[src/rtl/dragster_line_reader.sv]
// Line readout for the Dragster linear sensor: periodic start pulses, pixel capture into a FWFT FIFO, AXI4-Stream out.
// Optional macro DRAGSTER_LINE_READER_TEST_PATTERN_EN replaces pixel data with the pixel index.
module dragster_line_reader #(
  parameter int PIXELS_PER_LINE   = 1024,
  parameter int LINE_PERIOD       = 20000,
  parameter int START_PULSE_WIDTH = 4,
  parameter int DATA_WIDTH        = 8,
  parameter int FIFO_DEPTH        = 16
) (
  input  logic                  clk,
  input  logic                  reset,
  input  logic                  enable,
  input  logic                  config_done,
  output logic                  sensor_start,
  input  logic                  sensor_line_valid,
  input  logic                  sensor_pixel_valid,
  input  logic [DATA_WIDTH-1:0] sensor_pixel_data,
  output logic [DATA_WIDTH-1:0] m_axis_tdata,
  output logic                  m_axis_tvalid,
  input  logic                  m_axis_tready,
  output logic                  m_axis_tlast,
  output logic [1:0]            status,
  output logic [15:0]           line_count,
  output logic [2:0]            fsm_state
);

  localparam int AW = $clog2(FIFO_DEPTH);
  localparam int PW = $clog2(LINE_PERIOD);
  localparam logic [PW-1:0] START_LAST  = PW'(START_PULSE_WIDTH - 1);
  localparam logic [PW-1:0] PERIOD_LAST = PW'(LINE_PERIOD - 1);
  localparam logic [PW-1:0] PERIOD_ONE  = PW'(1);
  localparam logic [15:0]   IDX_LAST    = 16'(PIXELS_PER_LINE - 1);
  localparam logic [AW:0]   PTR_ONE     = (AW + 1)'(1);

  typedef enum logic [2:0] {IDLE, START, WAIT_LINE, CAPTURE, GAP} state_t;

  state_t state, state_next;
  logic [PW-1:0] period_cnt;
  logic [15:0]   pix_idx;
  logic          enter_start, capture, line_done, short_line;

  logic [DATA_WIDTH:0] mem [FIFO_DEPTH];
  logic [AW:0]         wr_ptr, rd_ptr;
  logic                empty, full, rd_en, wr_en;
  logic [DATA_WIDTH-1:0] pixel_word;
  logic [DATA_WIDTH:0]   rd_word;

  always_ff @(posedge clk or posedge reset) begin
    if (reset) state <= IDLE;
    else       state <= state_next;
  end

  always_comb begin
    state_next  = state;
    enter_start = 1'b0;
    capture     = 1'b0;
    line_done   = 1'b0;
    short_line  = 1'b0;
    case (state)
      IDLE: begin
        if (enable && config_done) begin
          state_next  = START;
          enter_start = 1'b1;
        end
      end
      START: begin
        if (period_cnt == START_LAST) state_next = WAIT_LINE;
      end
      WAIT_LINE: begin
        if (sensor_line_valid) state_next = CAPTURE;
      end
      CAPTURE: begin
        if (!sensor_line_valid) begin
          short_line = 1'b1;
          state_next = GAP;
        end else if (sensor_pixel_valid) begin
          capture = 1'b1;
          if (pix_idx == IDX_LAST) begin
            line_done  = 1'b1;
            state_next = GAP;
          end
        end
      end
      GAP: begin
        // Counter saturates, so a late arrival in GAP restarts on the next cycle.
        if (period_cnt == PERIOD_LAST) begin
          if (enable) begin
            state_next  = START;
            enter_start = 1'b1;
          end else begin
            state_next = IDLE;
          end
        end
      end
      default: state_next = IDLE;
    endcase
  end

  always_ff @(posedge clk or posedge reset) begin
    if (reset) begin
      period_cnt <= '0;
      pix_idx    <= '0;
      line_count <= '0;
      status     <= '0;
    end else begin
      if (enter_start)                    period_cnt <= '0;
      else if (period_cnt != PERIOD_LAST) period_cnt <= period_cnt + PERIOD_ONE;
      if (state_next != CAPTURE) pix_idx <= '0;
      else if (capture)          pix_idx <= pix_idx + 16'd1;
      if (line_done) line_count <= line_count + 16'd1;
      if (capture && full && !rd_en) status[0] <= 1'b1;
      if (short_line)                status[1] <= 1'b1;
    end
  end

`ifdef DRAGSTER_LINE_READER_TEST_PATTERN_EN
  assign pixel_word = DATA_WIDTH'(pix_idx);
`else
  assign pixel_word = sensor_pixel_data;
`endif

  // A read in the same cycle frees a slot, so a write on a full FIFO is still accepted.
  assign empty = (wr_ptr == rd_ptr);
  assign full  = (wr_ptr[AW] != rd_ptr[AW]) && (wr_ptr[AW-1:0] == rd_ptr[AW-1:0]);
  assign rd_en = !empty && m_axis_tready;
  assign wr_en = capture && (!full || rd_en);

  always_ff @(posedge clk or posedge reset) begin
    if (reset) begin
      wr_ptr <= '0;
      rd_ptr <= '0;
    end else begin
      if (wr_en) wr_ptr <= wr_ptr + PTR_ONE;
      if (rd_en) rd_ptr <= rd_ptr + PTR_ONE;
    end
  end

  always_ff @(posedge clk) begin
    if (wr_en) mem[wr_ptr[AW-1:0]] <= {line_done, pixel_word};
  end

  assign rd_word       = mem[rd_ptr[AW-1:0]];
  assign m_axis_tvalid = !empty;
  assign m_axis_tdata  = empty ? '0 : rd_word[DATA_WIDTH-1:0];
  assign m_axis_tlast  = empty ? 1'b0 : rd_word[DATA_WIDTH];
  assign sensor_start  = (state == START);
  assign fsm_state     = state;

endmodule

[config.mk]
export PLATFORM = sky130hd
export DESIGN_NAME = dragster_line_reader
export DESIGN_NICKNAME = d
export VERILOG_FILES = /design/src/rtl/dragster_line_reader.sv
export SDC_FILE = /design/constraint.sdc
export NUM_CORES = 1
export LEC_CHECK = 0
export CAP_MARGIN = 0
export CORE_MARGIN = 2
export CORE_UTILIZATION = 50
export DETAILED_ROUTE_END_ITERATION = 10
export HOLD_SLACK_MARGIN = 0.02
export PLACE_DENSITY = 0.68
export SYNTH_ARGS = -nofsm -noshare
export SYNTH_HDL_FRONTEND = slang
export SYNTH_SLANG_ARGS = --single-unit
[constraint.sdc]
create_clock -name clk -period 2.85 [get_ports clk]
set_clock_uncertainty 0.15 [all_clocks]
set_input_delay 0.57 -clock clk [delete_from_list [all_inputs] [get_ports clk]]
set_output_delay 0.57 -clock clk [all_outputs]
set_load 0.01 [all_outputs]
* Word level (Yosys, flattened, before mapping) *
Memory sizes are Yosys's and may differ from the RTL's.
Cells that the tools add are included.

operators by class
  add/sub/neg operators = 5
  multipliers = 0
  divide/modulo/power cells = 0
  $lt $le $gt $ge = 0
  eq/ne operators = 12
  shift operators = 0
  mux-type cells = 30
  bitwise logic cells = 0
  reductions and logical operators = 13

operators by type and width
  cell                     number
  $add A16 B1 Y16 const B  2
  $mux W16                 2
  $mux W15                 2
  $mux W3                  7
  $eq A16 B10 Y1 const B   1
  $mux W1                  16
  $add A15 B1 Y15 const B  1
  $eq A15 B15 Y1 const B   1
  $eq A15 B2 Y1 const B    1
  $ne A15 B15 Y1 const B   1
  $pmux W3 S5              1
  $add A5 B1 Y5 const B    2
  $mux W8                  1
  $eq A3 B2 Y1 const B     2
  $logic_and A1 B1 Y1      6
  $eq A5 B5 Y1             1
  $eq A4 B4 Y1             1
  $reduce_bool A2 Y1       2
  $eq A3 B1 Y1 const B     1
  $eq A3 B3 Y1 const B     1
  $logic_not A1 Y1         3
  $logic_not A3 Y1         1
  $ne A3 B2 Y1 const B     1
  $pmux W1 S2              1
  other kinds (2)          2

word-level totals
  flip-flop bits (word level) = 62
  latch bits = 0
  bits in writable memories = 144
  memory bits (read-only) = 0
  input port bits = 15
  output and inout port bits = 32
  logic and storage cells = 69
  memories = 1

memories
  memory  depth  width  rd ports  clocked after Yosys merged registers in  wr ports  line  source
  mem     16     9      1         0                                        1         42    logic [DATA_WIDTH:0] mem [FIFO_DEPTH];

* Logic depth before layout (Yosys ltp) *
  depth in word-level cells = 7
  mapped depth = 7
  gate-level depth less buffers = 6

* Worst setup path after synthesis *
OpenSTA, ideal clock, no wires.

  kind = input port to flip-flop
  start = input sensor_line_valid
  end = memory mem[3][0] (netlist name) (enable)
  library setup time = 0.387 ns
  arrival time = 2.008 ns
  required time = 2.313 ns
  path slack = 0.306 ns
  cell stages on the path = 6
  buffers on the path = 1
  path through = and4b_1 > nand2_1 > a21oi_1 > buf_2 > nand2_1 > nor3_1

on the way
  word-level cells in the longest chain between the ends = 5

RTL lines
  element                        line  source
  from (decl)                    15    input logic sensor_line_valid,
  $mux W1                        73    if (!sensor_line_valid) begin
  $mux W1                        59    case (state)
  $logic_and A1 B1 Y1            126   assign wr_en = capture && (!full || rd_en);
  $mux W1                        139   if (wr_en) mem[wr_ptr[AW-1:0]] <= {line_done, pixel_word};
  $mux W1 (implied by the code)  139
  to (decl)                      42

No other way between the ends.

* Final worst setup path *
  start = register rd_ptr[0]
  end = output m_axis_tdata[1]

on the way
  word-level cells in the longest chain between the ends = 2
  elaborated cells on any way between the ends = 3
  classes of those cells = 1 x eq/ne; 1 x mux; 1 x memory

RTL lines
  element                                                line  source
  from (decl)                                            43    logic [AW:0] wr_ptr, rd_ptr;
  from (signal assigned)                                 134   if (rd_en) rd_ptr <= rd_ptr + PTR_ONE;
  $mem_v2 Z16 W9 / $eq A5 B5 Y1 (equally long branches)  n/a
  $mux W8 *                                              144   assign m_axis_tdata = empty ? '0 : rd_word[DATA_WIDTH-1:0];
  to (decl)                                              18    output logic [DATA_WIDTH-1:0] m_axis_tdata,

Every way passes the cells marked *; elsewhere a longest branch is shown, timed or not.

==> impl_metrics.ini <==
[synthesis]
syn-cell-area_um2 = 8640
yosys.area_share.simple_pct = 11.37
synthXorXnorAreaFrac_pct = 5.474
synth_fp_nets = 571
ys_seq_area_share_pct = 68.01
async_reset_ff_share_pct = 30.10
synth_area_leaders = edfxtp_1, dfrtp_1, mux4_2
ys_types = 47
synth_most_common_cell = edfxtp_1
synth_compound_area_share_pct = 2.679
synth_edf_count = 144
synthCells = 548
yosysTopAreaCell = edfxtp_1
synth_fa_ha_area_share_pct = 1.159
synth_top_area_share_pct = 50.05
synth_flop_cell = edfxtp_1
muxShareOfSynthArea_pct = 9.761
synth.avg_cell_area_um2 = 15.77
synth_top_family_by_area = simple AND/OR/NAND/NOR gates
ys_warn_count = 0
yosys-top-cells-count = edfxtp_1, dfrtp_1, nor2_1
synth_seq_cells = 206

[place]
placed_area_um2 = 9664
gp_congestion = 0.8190
port_buffers = 46
hpwl_um = 11420
preCtsSetupSlack_ns = 0.001837

[sta]
rsz0062_at_grt = yes
drv_slew = 0
finalHoldViolations = 0
setup_viol = 10
period_needed_ns = 2.983
fin_ws_ns = -0.1326
clock.fmax_ghz = 0.3353
fin_tns_setup_ns = -1.042
slew_headroom_pct = 52.22
tightest_slew_ns = 0.7144
fin_crit_sh_pct = 104.7

[worst_setup_path]
critical_path_required_ns = 2.13
end_kind = output port
path_cells = buf_6, buf_6, mux4_2, nor2b_2, a211oi_2, nor3_1, buf_2
cp_slowest_cell = mux4_2
critPathArrivalTime_ns = 2.26
crit_type = register to output port
start_kind = register
max_stage_delay_ns = 0.48
cp_max_fo = 5
cpMostUsedCell = buf_6
reg2reg_slack_ns = 0.36
cp.buffers_inverters = 3
worst_path_dominant_cell_family = multiplexers

[grt]
grt_max_degree = 39
grt_antenna_before_repair = 0
grt_pass1_vias = 5260
track_usage_pct = 20.69
overflow = 0
grt_pass1_wl_um = 28990

[floorplanning]
num_rows = 48
pin_count = 47
coreArea_um2 = 17120
dieArea_um2 = 18350
fp.dieW_um = 135.5
start_util_pct = 50.48
die_h_um = 135.5

[finish]
finalNetCount = 682
layout-drive-gt1-share_pct = 27.26
area_growth_pct = 24.95
design_area_um2 = 10800
num_antenna_cells = 0

[status]
status = complete, but fails checks
violations = setup timing

[clock_network]
clockBufferDepth = 3
cts_tree = built
cts_buffers = 22
clock-sinks = 206
worstSkewPairLatency_ns = 0.51
cts-root-buf = clkbuf_16
htree_levels = 1
path_clk_slew_ns = 0.06

[detailed_routing]
dr.pass1.iters = 5
ant_nets = 0
drcViolationCount = 0
viasPerCell = 5.722
post_drt_wl_per_cell_um = 20.41
wirelength_um = 18370
vias = 5150
drtIter0Drc = 368

[run]
max_cap_viol_count = 0

[worst_hold_path]
hold_class = primary input to asynchronous set/reset pin

[power]
ir_worst_vdd_mv = 0.6103
p_leak_uw = 0.004056
p_per_area_nw_per_um2 = 901.2
placed cells by master, fill, tap and decap left out, types with 3 or more instances in the layout:
master	count
nor4_1	4
nor2_1	46
buf_6	9
nand2b_1	3
nor2b_2	3
buf_12	6
clkdlybuf4s50_1	36
ha_1	8
and2_1	3
xnor2_1	21
bufinv_16	6
inv_1	4
o22ai_2	7
o22ai_1	3
clkinv_1	5
a21oi_1	4
and3_1	20
a211oi_2	9
clkbuf_16	23
nor3_2	3
nand3_1	18
xor2_1	32
nand4_1	17
edfxtp_1	144
dfrtp_1	61
nor3_1	15
o21ai_0	3
clkinv_2	4
nor2b_4	5
buf_4	45
nand2_1	24
mux4_2	36
buf_2	9
nor2b_1	4
where the power goes:
part | internal [uW] | switching [uW]
logic | 1570 | 1490
registers | 3350 | 184
clock network | 1960 | 1170
total | 6880 | 2850
worst paths after layout:
check | from | to | depth (start not counted)
worst max-delay path | rd_ptr[0] | m_axis_tdata[1] | 7
worst min-delay path | reset | pix_idx[3] | 2
worst max register to register | rd_ptr[0] | mem[12][1] | 10
worst min register to register | line_count[15] | line_count[15] | 1
max in group asynchronous | reset | line_count[0] | 3
min in group clk | line_count[15] | line_count[15] | 1
routing by layer:
| layer | share of wire [%] | track usage [%] |
|---|---|---|
| met5 | 0 | 0 |
| met2 | 49 | 34.52 |
| met3 | 6.5 | 3.704 |
| met4 | 1.9 | 4.688 |
| met1 | 42 | 28.82 |
state kept, by name (all words and copies together), names as in the netlist:
signal      cells
mem           144
line_count     16
rd_ptr          5
status          2
fsm_state       3
pix_idx        16
wr_ptr          5
period_cnt     15
cell families (layout without fill, tap and decap cells):
kind of cell	Yosys count	after routing
DFF	206	206
and+or+nand+nor	182	182
xor gates and xnor gates	54	54
muxes	39	39
AOI/OAI and AO/OA	33	33
buffers and inverters	26	153
adders and majority gates	8	8
area by class of cell:
class,count,area [um2]
fillers,1223,6321
flip-flops and latches,206,5877
multi-input cells,316,2800
repair buffers,107,1017
clock buffers,23,554.3
well taps,225,281.5
clock inverters,17,242.7
inverters,6,22.52
what timing repair did:
action,4_1_cts,5_1_grt
hold buffers,0,0
buffers inserted,10,4
pin swaps,13,3
resized for setup,78,10
setup endpoints to repair,10,10
gates cloned,2,1
through the flow:
step / total power (uW) / utilization (%) / cells / hold slack (ns)
2_1_floorplan: 5135 / - / 548 / 0.3117
3_3_place_gp: 6142 / 56.46 / 843 / 0.3157
3_5_place_dp: 6182 / 56.46 / 843 / 0.3135
4_1_cts: 9620 / 62.46 / 895 / 0.2795
5_1_grt: 10160 / 63.07 / 900 / 0.3176
6_report: 9729 / 63.07 / 900 / 0.2772
Note: power is estimated with default switching activity, not from simulation.
